`src/rtl/jam_pkg.sv`:
```
// Shared types and default sizing for the job-assignment cost table.
package jam_pkg;
  typedef enum logic {LOAD = 1'b0, SERVE = 1'b1} state_t;

  localparam int N_WORKERS_DEF = 8;
  localparam int COST_W_DEF    = 7;
  localparam int IDX_W         = $clog2(N_WORKERS_DEF);
  localparam int CNT_W         = $clog2(N_WORKERS_DEF * N_WORKERS_DEF) + 1;
  localparam int SUM_W         = COST_W_DEF + 2 * IDX_W;
endpackage

```
`src/rtl/jam_cost_ram.sv`:
```
// Cost storage: one synchronous write port, one asynchronous read port, no reset.
module jam_cost_ram #(
  parameter int DEPTH = 64,
  parameter int AW    = 6,
  parameter int DW    = 7
) (
  input  logic          CLK,
  input  logic          i_we,
  input  logic [AW-1:0] i_waddr,
  input  logic [DW-1:0] i_wdata,
  input  logic [AW-1:0] i_raddr,
  output logic [DW-1:0] o_rdata
);
  logic [DW-1:0] r_mem [DEPTH];

  always_ff @(posedge CLK) begin
    if (i_we) r_mem[i_waddr] <= i_wdata;
  end

  assign o_rdata = r_mem[i_raddr];
endmodule

```
`src/rtl/jam_cost_table.sv`:
```
// Loads an N x N cost matrix row-major over valid/ready, then serves Cost[W][J] combinationally.
// Optional running sum of loaded entries is built when JAM_COST_SUM_EN is defined.
module jam_cost_table
  import jam_pkg::*;
#(
  parameter int N_WORKERS = N_WORKERS_DEF,
  parameter int COST_W    = COST_W_DEF,
  localparam int IW       = $clog2(N_WORKERS),
  localparam int CW       = $clog2(N_WORKERS * N_WORKERS) + 1,
  localparam int SW       = COST_W + 2 * IW,
  localparam int DEPTH    = N_WORKERS * N_WORKERS
) (
  input  logic              CLK,
  input  logic              RST,
  input  logic              in_valid,
  output logic              in_ready,
  input  logic [COST_W-1:0] in_data,
  input  logic              clear,
  output logic              tbl_ready,
  input  logic [IW-1:0]     W,
  input  logic [IW-1:0]     J,
  output logic [COST_W-1:0] Cost,
  output logic [SW-1:0]     cost_sum
);
  state_t            r_state;
  logic [CW-1:0]     r_addr;
  logic              w_accept;
  logic              w_last;
  logic [COST_W-1:0] w_rd;

  // clear wins over a same-cycle beat: no handshake, no write
  assign in_ready  = (r_state == LOAD) & ~clear;
  assign w_accept  = in_valid & in_ready;
  assign w_last    = (r_addr == CW'(DEPTH - 1));
  assign tbl_ready = (r_state == SERVE);

  always_ff @(posedge CLK or posedge RST) begin
    if (RST) begin
      r_state <= LOAD;
      r_addr  <= '0;
    end else if (clear) begin
      r_state <= LOAD;
      r_addr  <= '0;
    end else if (w_accept) begin
      r_addr <= r_addr + 1'b1;
      if (w_last) r_state <= SERVE;
    end
  end

  jam_cost_ram #(.DEPTH(DEPTH), .AW(2 * IW), .DW(COST_W)) u_ram (
    .CLK    (CLK),
    .i_we   (w_accept),
    .i_waddr(r_addr[2*IW-1:0]),
    .i_wdata(in_data),
    .i_raddr({W, J}),
    .o_rdata(w_rd)
  );

  assign Cost = tbl_ready ? w_rd : '0;

`ifdef JAM_COST_SUM_EN
  logic [SW-1:0] r_sum;

  always_ff @(posedge CLK or posedge RST) begin
    if (RST)           r_sum <= '0;
    else if (clear)    r_sum <= '0;
    else if (w_accept) r_sum <= r_sum + SW'(in_data);
  end

  assign cost_sum = r_sum;
`else
  assign cost_sum = '0;
`endif
endmodule

```
`config.mk`:
```
export PLATFORM = sky130hd
export DESIGN_NAME = jam_cost_table
export DESIGN_NICKNAME = d
export VERILOG_FILES = /design/src/rtl/jam_pkg.sv /design/src/rtl/jam_cost_ram.sv /design/src/rtl/jam_cost_table.sv
export SDC_FILE = /design/constraint.sdc
export NUM_CORES = 1
export LEC_CHECK = 0
export ABC_AREA = 1
export CAP_MARGIN = 20
export CELL_PAD_IN_SITES_DETAIL_PLACEMENT = 1
export CELL_PAD_IN_SITES_GLOBAL_PLACEMENT = 1
export CORE_MARGIN = 5
export CORE_UTILIZATION = 35
export CTS_CLUSTER_DIAMETER = 150
export CTS_CLUSTER_SIZE = 14
export DETAILED_ROUTE_END_ITERATION = 12
export GPL_TIMING_DRIVEN = 0
export PLACE_DENSITY = 0.61
export SLEW_MARGIN = 10
export SYNTH_ARGS = -nofsm -noshare
export SYNTH_HDL_FRONTEND = slang
export SYNTH_HIERARCHICAL = 1
export SYNTH_SLANG_ARGS = --single-unit
```
`constraint.sdc`:
```
create_clock -name CLK -period 2.5 [get_ports CLK]
set_input_delay 0.625 -clock CLK [delete_from_list [all_inputs] [get_ports CLK]]
set_output_delay 0.625 -clock CLK [all_outputs]
set_load 0.005 [all_outputs]
```
# Word level (Yosys, flattened, before mapping)
# Memories as Yosys holds them, arrays and structs flattened.
# Cells that the tools add are included.
# totals
ff_bits	8
ramBits	448
inputBits	17
out_inout_bits	22
word_cells	20
memories	1
# classes
addsub	1
eq_ne	1
n_mux	8
bitwise_logic	4
n_reduce_logical	3
# mem_list
memory	depth	width	rd	rd_clocked_by_memory_dff	write_ports	line_no	source
u_ram.r_mem	64	7	1	0	1	jam_cost_ram.sv:14	logic [DW-1:0] r_mem [DEPTH];
# op_table
operator	count
7-bit 2-to-1 mux	3
7-bit by 1-bit adder with 7-bit output, second input constant	1
7-bit by 6-bit == test with 1-bit output, second input constant	1
1-bit 2-to-1 mux	5
2-bit nonzero test	2
1-bit AND	2
1-bit NOT	2
2-bit AND reduction	1

# Longest topological paths before layout
# Gate-level depths: netlist of the first run.
# logic_depth
word_depth	5
depth_mapped	14
depth_no_buf	11

# By module
# Netlist of the first run, hierarchy kept.
# by_module_without_submodules
module	n_inst	cells_each	area_per_inst_um2	seq_area_each_um2
jam_cost_ram	1	1583	18405.2	13452.9
jam_cost_table	1	87	625.6	200.2

# Worst setup path after synthesis of the first run
# OpenSTA, ideal clock, no wires.
# synth_timing
path_type	in2reg
startpoint	input clear
endpoint	memory u_ram.r_mem[50][0] (enable)
setup_ns	0.390
arrival_ns	2.174
required_time_ns	2.110
setup_slack_ns	-0.064
cell_stages	6
path_buffers	1
cell_sequence	nor2_8 -> nand2_4 -> inv_1 -> clkbuf_1 -> nand4_1 -> nor4_1
# synth_via
elab_chain_cells	5
# synth_rtl
element	line_no	source
start, declared	jam_cost_table.sv:18	input logic clear,
1-bit NOT	jam_cost_table.sv:32	assign in_ready = (r_state == LOAD) & ~clear;
1-bit AND	jam_cost_table.sv:32	
1-bit AND	jam_cost_table.sv:33	assign w_accept = in_valid & in_ready;
net w_accept	jam_cost_table.sv:27	logic w_accept;
1-bit 2-to-1 mux	jam_cost_ram.sv:17	if (i_we) r_mem[i_waddr] <= i_wdata;
1-bit 2-to-1 mux (not written as such)	jam_cost_ram.sv:17	
end, declared	jam_cost_ram.sv:14	
# The timed path passes the listed nets, and every way through them passes these cells.

# Worst setup path in the final report of the first run
# layout_timing
startpoint	input J[2]
endpoint	output Cost[3]
# layout_via
elab_chain_cells	2
# layout_rtl
element	line_no	source
start, declared	jam_cost_table.sv:21	input logic [IW-1:0] J,
memory read 64 x 7 bit	--	
net w_rd[3]	jam_cost_table.sv:29	logic [COST_W-1:0] w_rd;
7-bit 2-to-1 mux	jam_cost_table.sv:59	assign Cost = tbl_ready ? w_rd : '0;
end, declared	jam_cost_table.sv:22	output logic [COST_W-1:0] Cost,
# The timed path passes the listed nets, and every way through them passes these cells.

==> results.toml, run 1 <==
[floorplan]
top_level_ports = 39
initial_core_util_pct = 35.4
dieWidth_um = 243
core-area_sq_um = 53800
row_count = 85
die_h_um = 243
die-area_sq_um = 59100

[cts]
cts-root-buf = "sky130_fd_sc_hd__clkbuf_16"
clockBufferDepth = 3
cts_tree = "built"
clkLatencyLatePin_ns = 0.59
cts.htree.levels = 2
cts-buffers-inserted = 38
numClockSinks = 456
cts.reportedPaths.clkPinSlew_ns = 0.06
count_of_hold_fix_buffers_inserted_at_cts = 0

[critical_path]
critical_path_required_ns = 1.88
path_cells = "clkdlybuf4s15_2, inv_2, buf_6, buf_8, nand3_1, nand2_1, nand2_1, nand3_1, nand3_1, nand2_2, nand2_4, inv_2, clkbuf_2"
worst_path_most_repeated_cell = "sky130_fd_sc_hd__nand3_1"
timing.critical_path.slowest_cell_delay_ns = 0.24
timing.critical_path.arrival_ns = 2.16
setup.worst_path.class = "primary input to primary output"
timing.reg2reg.setup_slack_ns = 0.14
critPathLaunchType = "primary input"
worst-path-max-fanout = 10
critical-path-top-delay-family = "buffers and inverters"
critPathBufInv = 6
cpMaxStageDelayCell = "sky130_fd_sc_hd__clkdlybuf4s15_2"
setup.worst_path.end_class = "primary output"

[synthesis]
syn_inst = 1670
synth_seq_cells = 456
synth.avg_cell_area_sq_um = 11.4
synth.yosys.warnings = 6
seq_area_frac_synth_pct = 71.7
synth_cell_types = 25
cell_area_after_synthesis_sq_um = 19000

[sta]
layout_setup_ws_ns = -0.290
report.final.hold_viol_count = 0
tns_ns = -1.84
period_minus_slack_ns = 2.79
report.final.slew_viol_count = 0
rsz0062_at_grt = "yes"
skew_ns = 0.0186
setup_viol_count_final = 7
max_clock_freq_ghz = 0.358
post-route-period-util_pct = 112
slew_headroom_pct = 42.5
max_slew.worst_pin.slew_ns = 0.863

[routing]
detail-route-antenna-nets = 0
avgRoutedWirePerCell_um = 25.4
drc = 0
drt-initial-drc-count = 1244
vias_per_cell = 5.37
drt_wl_total_um = 63300
detailedRoute.firstPassIterationCount = 5
route.vias.total = 13400

[global_routing]
antenna_found_initial = 0
first_global_vias = 13600
global_route_wire_length_before_repair_um = 91200
total_gr_overflow = 0
largest_net_degree_at_the_start_of_global_routing = 65
grtUsageTotal_pct = 20.7

[power_and_ir_drop]
cellPowerDensity_nw_per_um2 = 658
power.total_uw = 15300
p_leak_uw = 0.00844
max-vdd-ir-drop_v = 0.000401

[flow_run]
drv_cap = 0

[layout]
multiInputGateArea_sq_um = 5580
drive_above_1_share_pct = 23.5
finish.net_count = 1802
stdcell_area_sq_um = 23200
filler_cell_count = 5673
area.growth.synth_to_final_pct = 21.9
seqCellArea_sq_um = 13700
antenna-diode-count = 0

[place]
place.gp.congestion = 0.844
placed_area_sq_um = 20300
portBuffers = 22
placement.setup.worst_slack_ns = -1.66
hpwlAfterDp_um = 41300

[worst_hold_path]
hp-class = "primary input to asynchronous set/reset pin"

[outcome]
outcome = "finished, violations left"
failed_checks = "setup timing"
[Yosys cell counts (all sizes together)]
cell / n / area, sq um
clkbuf: 16 / 60.1
nor2: 65 / 270
o21ai: 4 / 23.8
inv: 27 / 104
nor3: 1 / 5.00
xnor2: 2 / 17.5
nand2: 592 / 2230
ha: 1 / 12.5
dfrtp: 8 / 200
nand4: 10 / 62.6
conb: 1 / 3.75
nor4: 8 / 50.1
edfxtp: 448 / 13500
nand3: 391 / 1960
buf: 96 / 582
[logic make-up after synthesis]
kind of cell,count (synthesis),share of synthesized area [%]
simple gates,1067,24.0
buf+inv,139,3.92
fa+ha+maj,1,0.0657
compound gates,4,0.125
xor+xnor,2,0.0921
other cells,1,0.0197
flops,456,71.7
[layer usage]
layer	GRT usage, %	part of all wire (%)	routed length (um)
met4	5.66	2.4	1530
met3	2.70	4.6	2940
met1	29.2	45	28600
met5	0	0	0
met2	34.0	48	30300
[power by group]
| group | total, uW | internal [uW] | switching, uW |
|---|---|---|---|
| clock network | 5450 | 2760 | 2680 |
| logic | 1410 | 472 | 940 |
| registers | 8410 | 8400 | 7.60 |
[placed cells by master, fill, tap and decap left out, types with 12 or more instances in the layout]
cell,netlist,routed
sky130_fd_sc_hd__nor2_2,1,42
sky130_fd_sc_hd__inv_1,23,17
sky130_fd_sc_hd__nand2_2,0,40
sky130_fd_sc_hd__buf_4,31,57
sky130_fd_sc_hd__nand2_1,591,545
sky130_fd_sc_hd__nand3_2,0,93
sky130_fd_sc_hd__buf_12,0,20
sky130_fd_sc_hd__nand3_1,391,293
sky130_fd_sc_hd__buf_6,6,33
sky130_fd_sc_hd__nor2_1,62,12
sky130_fd_sc_hd__buf_8,0,16
sky130_fd_sc_hd__edfxtp_1,448,448
sky130_fd_sc_hd__conb_1,1,13
sky130_fd_sc_hd__clkbuf_16,0,41
[worst paths after layout]
path,startpoint,end,depth (start not counted)
setup / recovery,J[2],Cost[3],13
hold / removal,RST,r_addr[6]$_DFFE_PP0P_,2
setup reg to reg,r_addr[2]$_DFFE_PP0P_,u_ram/r_mem[59][3]$_DFFE_PP_,5
hold reg to reg,r_addr[6]$_DFFE_PP0P_,tbl_ready$_DFFE_PP0P_,3
max in group asynchronous,RST,r_addr[5]$_DFFE_PP0P_,2
min in group CLK,r_addr[6]$_DFFE_PP0P_,tbl_ready$_DFFE_PP0P_,3
[per-stage QoR]
step,cells,util (%),hold slack [ns]
floorplan,1682,-,0.441
global placement,2400,37.5,0.535
detailed placement,2408,37.6,0.530
CTS,2484,41.6,0.287
global route,2489,43.1,0.314
finish,2489,43.1,0.297
[what timing repair did]
action | in CTS | in global routing
gates resized for setup | 269 | 193
endpoints found under the setup margin | 453 | 411
pin swaps | 23 | 33
cloned | 4 | 3
setup buffers | 23 | 5
[layout make-up]
type,count,share of cell area (%)
Tap cell,696,3.75
Clock buffer,45,4.21
Buffer,110,5.44
Sequential cell,456,58.9
Inverter,27,0.529
Clock inverter,4,0.183
Multi-Input combinational cell,1087,24.1
Timing Repair Buffer,64,2.98
[sequential cells by signal, summed over array words and instances, names as in the netlist]
signal and flops:
r_addr 7, tbl_ready 1, u_ram/r_mem 448
Power figures use the tool's default switching activity.
==> run 2: changes to the inputs <==
--- a/config.mk
+++ b/config.mk
@@ -11,6 +11,7 @@
 export CELL_PAD_IN_SITES_GLOBAL_PLACEMENT = 1
 export CORE_MARGIN = 5
 export CORE_UTILIZATION = 35
+export CTS_BUF_LIST = sky130_fd_sc_hd__clkbuf_4 sky130_fd_sc_hd__clkbuf_8
 export CTS_CLUSTER_DIAMETER = 150
 export CTS_CLUSTER_SIZE = 14
 export DETAILED_ROUTE_END_ITERATION = 12
==> results.toml, run 2 (synthesis results as in run 1) <==
[place]
portBuffers = 22
hpwlAfterDp_um = 41300
place.gp.congestion = 0.844
placement.setup.worst_slack_ns = -1.66
post-place-cells = 2408

[floorplan]
die_h_um = 243
die-area_sq_um = 59100
core-area_sq_um = 53800
top_level_ports = 39
dieWidth_um = 243
initial_core_util_pct = 35.4
row_count = 85

[critical_path]
cp-startpoint = "J[0]"
worst-path-max-fanout = 6
timing.critical_path.slowest_cell_delay_ns = 0.20
worst_path_most_repeated_cell = "sky130_fd_sc_hd__nand3_2"
setup.worst_path.end_class = "primary output"
critPathLaunchType = "primary input"
setup.worst_path.class = "primary input to primary output"
path_cells = "buf_16, buf_12, clkbuf_16, buf_12, nand2_1, nand3_2, nand3_2, nand2_1, nand2_1, nand3_2, nand3_2, nand2_2, nand2_4, inv_2, clkbuf_2"
timing.critical_path.arrival_ns = 2.20
cpMaxStageDelayCell = "sky130_fd_sc_hd__clkbuf_16"
r2r-start = "r_addr[1]$_DFFE_PP0P_"
critical_path_required_ns = 1.88

[sta]
rsz0062_at_grt = "yes"
report.final.hold_viol_count = 0
setup_viol_count_final = 7
period_minus_slack_ns = 2.83
report.final.slew_viol_count = 0
skew_ns = 0.0187
post-route-period-util_pct = 113
slew_headroom_pct = 42.1
max_slew.worst_pin.slew_ns = 0.866
hold_ws_ns = 0.229
tns_ns = -2.15
max_clock_freq_ghz = 0.354
layout_setup_ws_ns = -0.326

[layout]
drive_above_1_share_pct = 31.8
layout_commonest_cell = "sky130_fd_sc_hd__nand2_1"
filler_cell_count = 5593
largest_register_ffs = 448
final-instance-count-excl-fill = 2525
mostFrequentLayoutCells = "517 x sky130_fd_sc_hd__nand2_1, 448 x sky130_fd_sc_hd__edfxtp_1, 211 x sky130_fd_sc_hd__nand3_1"
registers.top_by_ff_count = "u_ram/r_mem"
area.growth.synth_to_final_pct = 25.9
finish.net_count = 1837

[power_and_ir_drop]
p_sw_uw = 3510
power.combinational.fraction_pct = 11.5
power_switching_share_pct = 25.1
clock_network_power_share_pct = 28.5
p_leak_uw = 0.00876
cellPowerDensity_nw_per_um2 = 584
power_report.internal_total_uw = 10500
sequential_share_of_power_pct = 60.0
max-vdd-ir-drop_v = 0.000259

[routing]
detail-route-antenna-nets = 0
drt-initial-drc-count = 1194
detailedRoute.firstPassIterationCount = 6
vias_per_cell = 5.42
drc = 0
drt_wl_total_um = 65500
route.vias.total = 13700
avgRoutedWirePerCell_um = 25.9

[flow_run]
drv_cap = 0

[cts]
cts-buffers-inserted = 38
clkLatencyLatePin_ns = 0.65
cts.reportedPaths.clkPinSlew_ns = 0.09
cts-root-buf = "sky130_fd_sc_hd__clkbuf_8"
numClockSinks = 456
clockBufferDepth = 3
count_of_hold_fix_buffers_inserted_at_cts = 0
cts.htree.levels = 2
cts_tree = "built"

[outcome]
outcome = "finished, violations left"
failed_checks = "setup timing"

[global_routing]
largest_net_degree_at_the_start_of_global_routing = 65
global_route_wire_length_before_repair_um = 90000
antenna_found_initial = 1
first_global_vias = 13500
grtUsageTotal_pct = 20.5
total_gr_overflow = 0

[worst_hold_path]
hp-class = "primary input to asynchronous set/reset pin"
[run 2: cell type report]
type / instances / area (sq um) / share of cell area, %
plain buffers: 111 / 1400 / 5.84
diodes: 1 / 2.50 / 0.0104
repair buffers: 98 / 1140 / 4.76
flip-flops and latches: 456 / 13700 / 57.0
clock buffers: 45 / 576 / 2.40
clock inverters: 4 / 32.5 / 0.136
inverters: 27 / 128 / 0.533
well taps: 696 / 871 / 3.63
multi-input cells: 1087 / 6160 / 25.7
[run 2: path summary, 6_finish.rpt]
kind | to | slack (ns) | cells past startpoint
max in group asynchronous | r_addr[5]$_DFFE_PP0P_ | 2.03 | 2
min in group CLK | tbl_ready$_DFFE_PP0P_ | 0.55 | 3
worst min-delay path | r_addr[6]$_DFFE_PP0P_ | 0.23 | 2
worst min register to register | tbl_ready$_DFFE_PP0P_ | 0.55 | 3
worst max-delay path | Cost[5] | -0.33 | 15
worst max register to register | u_ram/r_mem[37][5]$_DFFE_PP_ | 0.06 | 5
[run 2: repair_timing]
item	4_1_cts	5_1_grt
resized for setup	242	375
buffers inserted	17	34
endpoints found under the setup margin	454	383
cloned	1	16
pin swaps	11	88
[run 2: per-layer routing]
metal | global-route usage (%) | part of all wire, % | vias to the layer above
li1 | - | - | 6098
met1 | 28.6 | 44 | 7069
met2 | 33.6 | 48 | 430
met3 | 3.17 | 5.9 | 79
met4 | 5.29 | 2.5 | 0
met5 | 0 | 0 | -
[run 2: worst max-delay path, delay by kind of cell]
kind / cells / cell delay, ns
buffers and inverters: 6 / 0.76
and+or+nand+nor: 9 / 0.80
[run 2: power groups by stage]
stage	clock, uW	combinational (uW)	sequential [uW]
after floorplan	0	567	8580
after global placement	0	1060	8600
after detailed placement	0	1090	8580
after CTS	4100	1220	8400
after global routing	4430	1700	8400
final	3990	1610	8400
[run 2: metrics by stage]
stage	utilization [%]	area [sq um]	total power, uW
floorplan	-	19100	9140
global placement	37.5	20200	9660
detailed placement	37.6	20300	9660
CTS	40.5	21800	13700
global route	44.5	24000	14500
finish	44.5	24000	14000
==> run 3: changes to the inputs <==
--- a/config.mk
+++ b/config.mk
@@ -10,13 +10,13 @@
 export CELL_PAD_IN_SITES_DETAIL_PLACEMENT = 1
 export CELL_PAD_IN_SITES_GLOBAL_PLACEMENT = 1
 export CORE_MARGIN = 5
-export CORE_UTILIZATION = 35
+export CORE_UTILIZATION = 46
 export CTS_BUF_LIST = sky130_fd_sc_hd__clkbuf_4 sky130_fd_sc_hd__clkbuf_8
-export CTS_CLUSTER_DIAMETER = 150
+export CTS_CLUSTER_DIAMETER = 120
 export CTS_CLUSTER_SIZE = 14
 export DETAILED_ROUTE_END_ITERATION = 12
 export GPL_TIMING_DRIVEN = 0
-export PLACE_DENSITY = 0.61
+export PLACE_DENSITY = 0.76
 export SLEW_MARGIN = 10
 export SYNTH_ARGS = -nofsm -noshare
 export SYNTH_HDL_FRONTEND = slang
==> results.toml, run 3 (synthesis results as in run 1) <==
[critical_path]
critical_path_required_ns = 1.88
critical_path.reg2reg.endpoint = "u_ram/r_mem[25][2]$_DFFE_PP_"
critPathLaunchType = "primary input"
path_cells = "clkbuf_16, inv_12, buf_16, clkbuf_16, buf_4, nand2_1, nand3_1, nand3_2, nand2_1, nand2_1, nand3_1, nand3_1, nand2_2, nand2_2, inv_1, clkbuf_2"
rr_worst_depth = 7
critical-path-top-delay-family = "simple AND/OR/NAND/NOR gates"
r2r-start = "r_addr[2]$_DFFE_PP0P_"
timing.critical_path.slowest_cell_delay_ns = 0.16
setup.worst_path.class = "primary input to primary output"
timing.critical_path.arrival_ns = 2.23
worst-path-max-fanout = 7
setup.worst_path.end_class = "primary output"
worst_setup_path_endpoint = "Cost[5]"
timing.critical_path.depth = 16
cpMaxStageDelayCell = "sky130_fd_sc_hd__buf_16"
cp-startpoint = "J[0]"
critPathBufInv = 7
timing.reg2reg.setup_slack_ns = 0.11

[layout]
postLayoutCoreUtil_pct = 55.5
stdcell_area_sq_um = 22700
layout_commonest_cell = "sky130_fd_sc_hd__nand2_1"
registers.top_by_ff_count = "u_ram/r_mem"
filler_cell_count = 4178
mostFrequentLayoutCells = "556 x sky130_fd_sc_hd__nand2_1, 448 x sky130_fd_sc_hd__edfxtp_1, 301 x sky130_fd_sc_hd__nand3_1"
largest_register_ffs = 448
drive_above_1_share_pct = 23.6
final-instance-count-excl-fill = 2345
finish.net_count = 1822
antenna-diode-count = 0
area.growth.synth_to_final_pct = 19.3

[sta]
layout_setup_ws_ns = -0.357
slew_headroom_pct = 42.7
skew_ns = 0.0197
period_minus_slack_ns = 2.86
setup_viol_count_final = 7
post-route-period-util_pct = 114
rsz0062_at_grt = "yes"
max_clock_freq_ghz = 0.350
tns_ns = -2.17
max_slew.worst_pin.slew_ns = 0.860
report.final.slew_viol_count = 0
report.final.hold_viol_count = 0

[cts]
cts.reportedPaths.clkPinSlew_ns = 0.09
cts_tree = "built"
count_of_hold_fix_buffers_inserted_at_cts = 0
cts.htree.levels = 2
clkLatencyLatePin_ns = 0.63
cts-buffers-inserted = 38
clockBufferDepth = 3
cts-root-buf = "sky130_fd_sc_hd__clkbuf_8"
numClockSinks = 456

[global_routing]
global_route_wire_length_before_repair_um = 89700
largest_net_degree_at_the_start_of_global_routing = 65
antenna_found_initial = 0
first_global_vias = 13800
grtUsageTotal_pct = 26.9
total_gr_overflow = 0

[power_and_ir_drop]
p_leak_uw = 0.00837
max-vdd-ir-drop_v = 0.000308
power.total_uw = 13900
cellPowerDensity_nw_per_um2 = 611

[flow_run]
drv_cap = 0

[routing]
route.vias.total = 14100
drt-initial-drc-count = 1463
vias_per_cell = 6.00
detailedRoute.firstPassIterationCount = 5
drc = 0
drt_wl_total_um = 63700
avgRoutedWirePerCell_um = 27.2
detail-route-antenna-nets = 0

[place]
place.gp.congestion = 0.899
post-place-cells = 2246
hpwlAfterDp_um = 40000
placed_area_sq_um = 20100
portBuffers = 22

[worst_hold_path]
hp-class = "primary input to asynchronous set/reset pin"

[floorplan]
core-area_sq_um = 40900
die_h_um = 213
row_count = 74
dieWidth_um = 213
top_level_ports = 39
initial_core_util_pct = 46.5
die-area_sq_um = 45500

[outcome]
failed_checks = "setup timing"
outcome = "finished, violations left"
-- run 3: cell types whose count changed in the layout (fill, tap and decap cells not counted), moves of 6 or more --
cell	before	now
sky130_fd_sc_hd__buf_12	36	20
sky130_fd_sc_hd__clkbuf_16	15	6
sky130_fd_sc_hd__nand2_1	517	556
sky130_fd_sc_hd__nand2_2	61	35
sky130_fd_sc_hd__nand2_4	14	1
sky130_fd_sc_hd__nand3_1	211	301
sky130_fd_sc_hd__nand3_2	173	89
sky130_fd_sc_hd__nand3_4	7	1
sky130_fd_sc_hd__nor2_1	7	17
sky130_fd_sc_hd__nor2_4	12	6
-- run 3: repair_timing --
action	CTS	global route
resized for setup	293	130
endpoints found under the setup margin	449	131
gates cloned	6	6
pin swaps	15	27
setup buffers	24	15
-- run 3: metrics by stage --
step / hold WS (ns) / worst slack (ns)
detailed placement: 0.539 / -1.55
global placement: 0.539 / -1.61
CTS: 0.226 / -0.650
global route: 0.262 / -0.402
finish: 0.250 / -0.357
floorplan: 0.441 / -0.0641
-- run 3: worst reg2reg max path, cell delays in order (launching register included) --
cell and delay [ns]:
sky130_fd_sc_hd__dfrtp_1 0.47, sky130_fd_sc_hd__clkbuf_2 0.28, sky130_fd_sc_hd__inv_1 0.34, sky130_fd_sc_hd__nand4_1 0.14, sky130_fd_sc_hd__buf_4 0.22, sky130_fd_sc_hd__buf_4 0.18, sky130_fd_sc_hd__buf_4 0.15, sky130_fd_sc_hd__nor2_4 0.28
-- run 3: area by class of cell --
type	count	area (sq um)	share of cell area, %
buffer	111	1260	5.57
clock buffer	48	617	2.72
clock inverter	1	8.76	0.0386
inverter	27	129	0.568
multi-input combinational	1087	5450	24.0
sequential	456	13700	60.2
tap	532	666	2.93
timing repair buffer	82	897	3.95
timing repair inverter	1	16.3	0.0717
-- run 3: power by group --
group,leakage [uW],internal (uW),switching (uW)
clock network,0.000331,1590,2430
logic,0.00390,493,956
registers,0.00414,8390,7.72
total,0.00837,10500,3400
-- run 3: worst min-delay path by stage --
stage,endpoint,from,slack [ns]
after floorplan,r_addr[0]$_DFFE_PP0P_,RST,0.44
after global placement,r_addr[1]$_DFFE_PP0P_,r_addr[1]$_DFFE_PP0P_,0.54
after detailed placement,tbl_ready$_DFFE_PP0P_,r_addr[6]$_DFFE_PP0P_,0.54
after CTS,r_addr[4]$_DFFE_PP0P_,RST,0.23
after global routing,r_addr[5]$_DFFE_PP0P_,RST,0.26
final,r_addr[4]$_DFFE_PP0P_,RST,0.25
-- run 3: routing by layer --
layer	vias to the layer above	routed length, um	share of wire (%)	track usage (%)
met4	0	1980	3.1	8.42
li1	6049	-	-	-
met3	139	5890	9.3	5.81
met5	-	0	0	0
met2	730	30500	48	43.8
met1	7151	25400	40	36.8
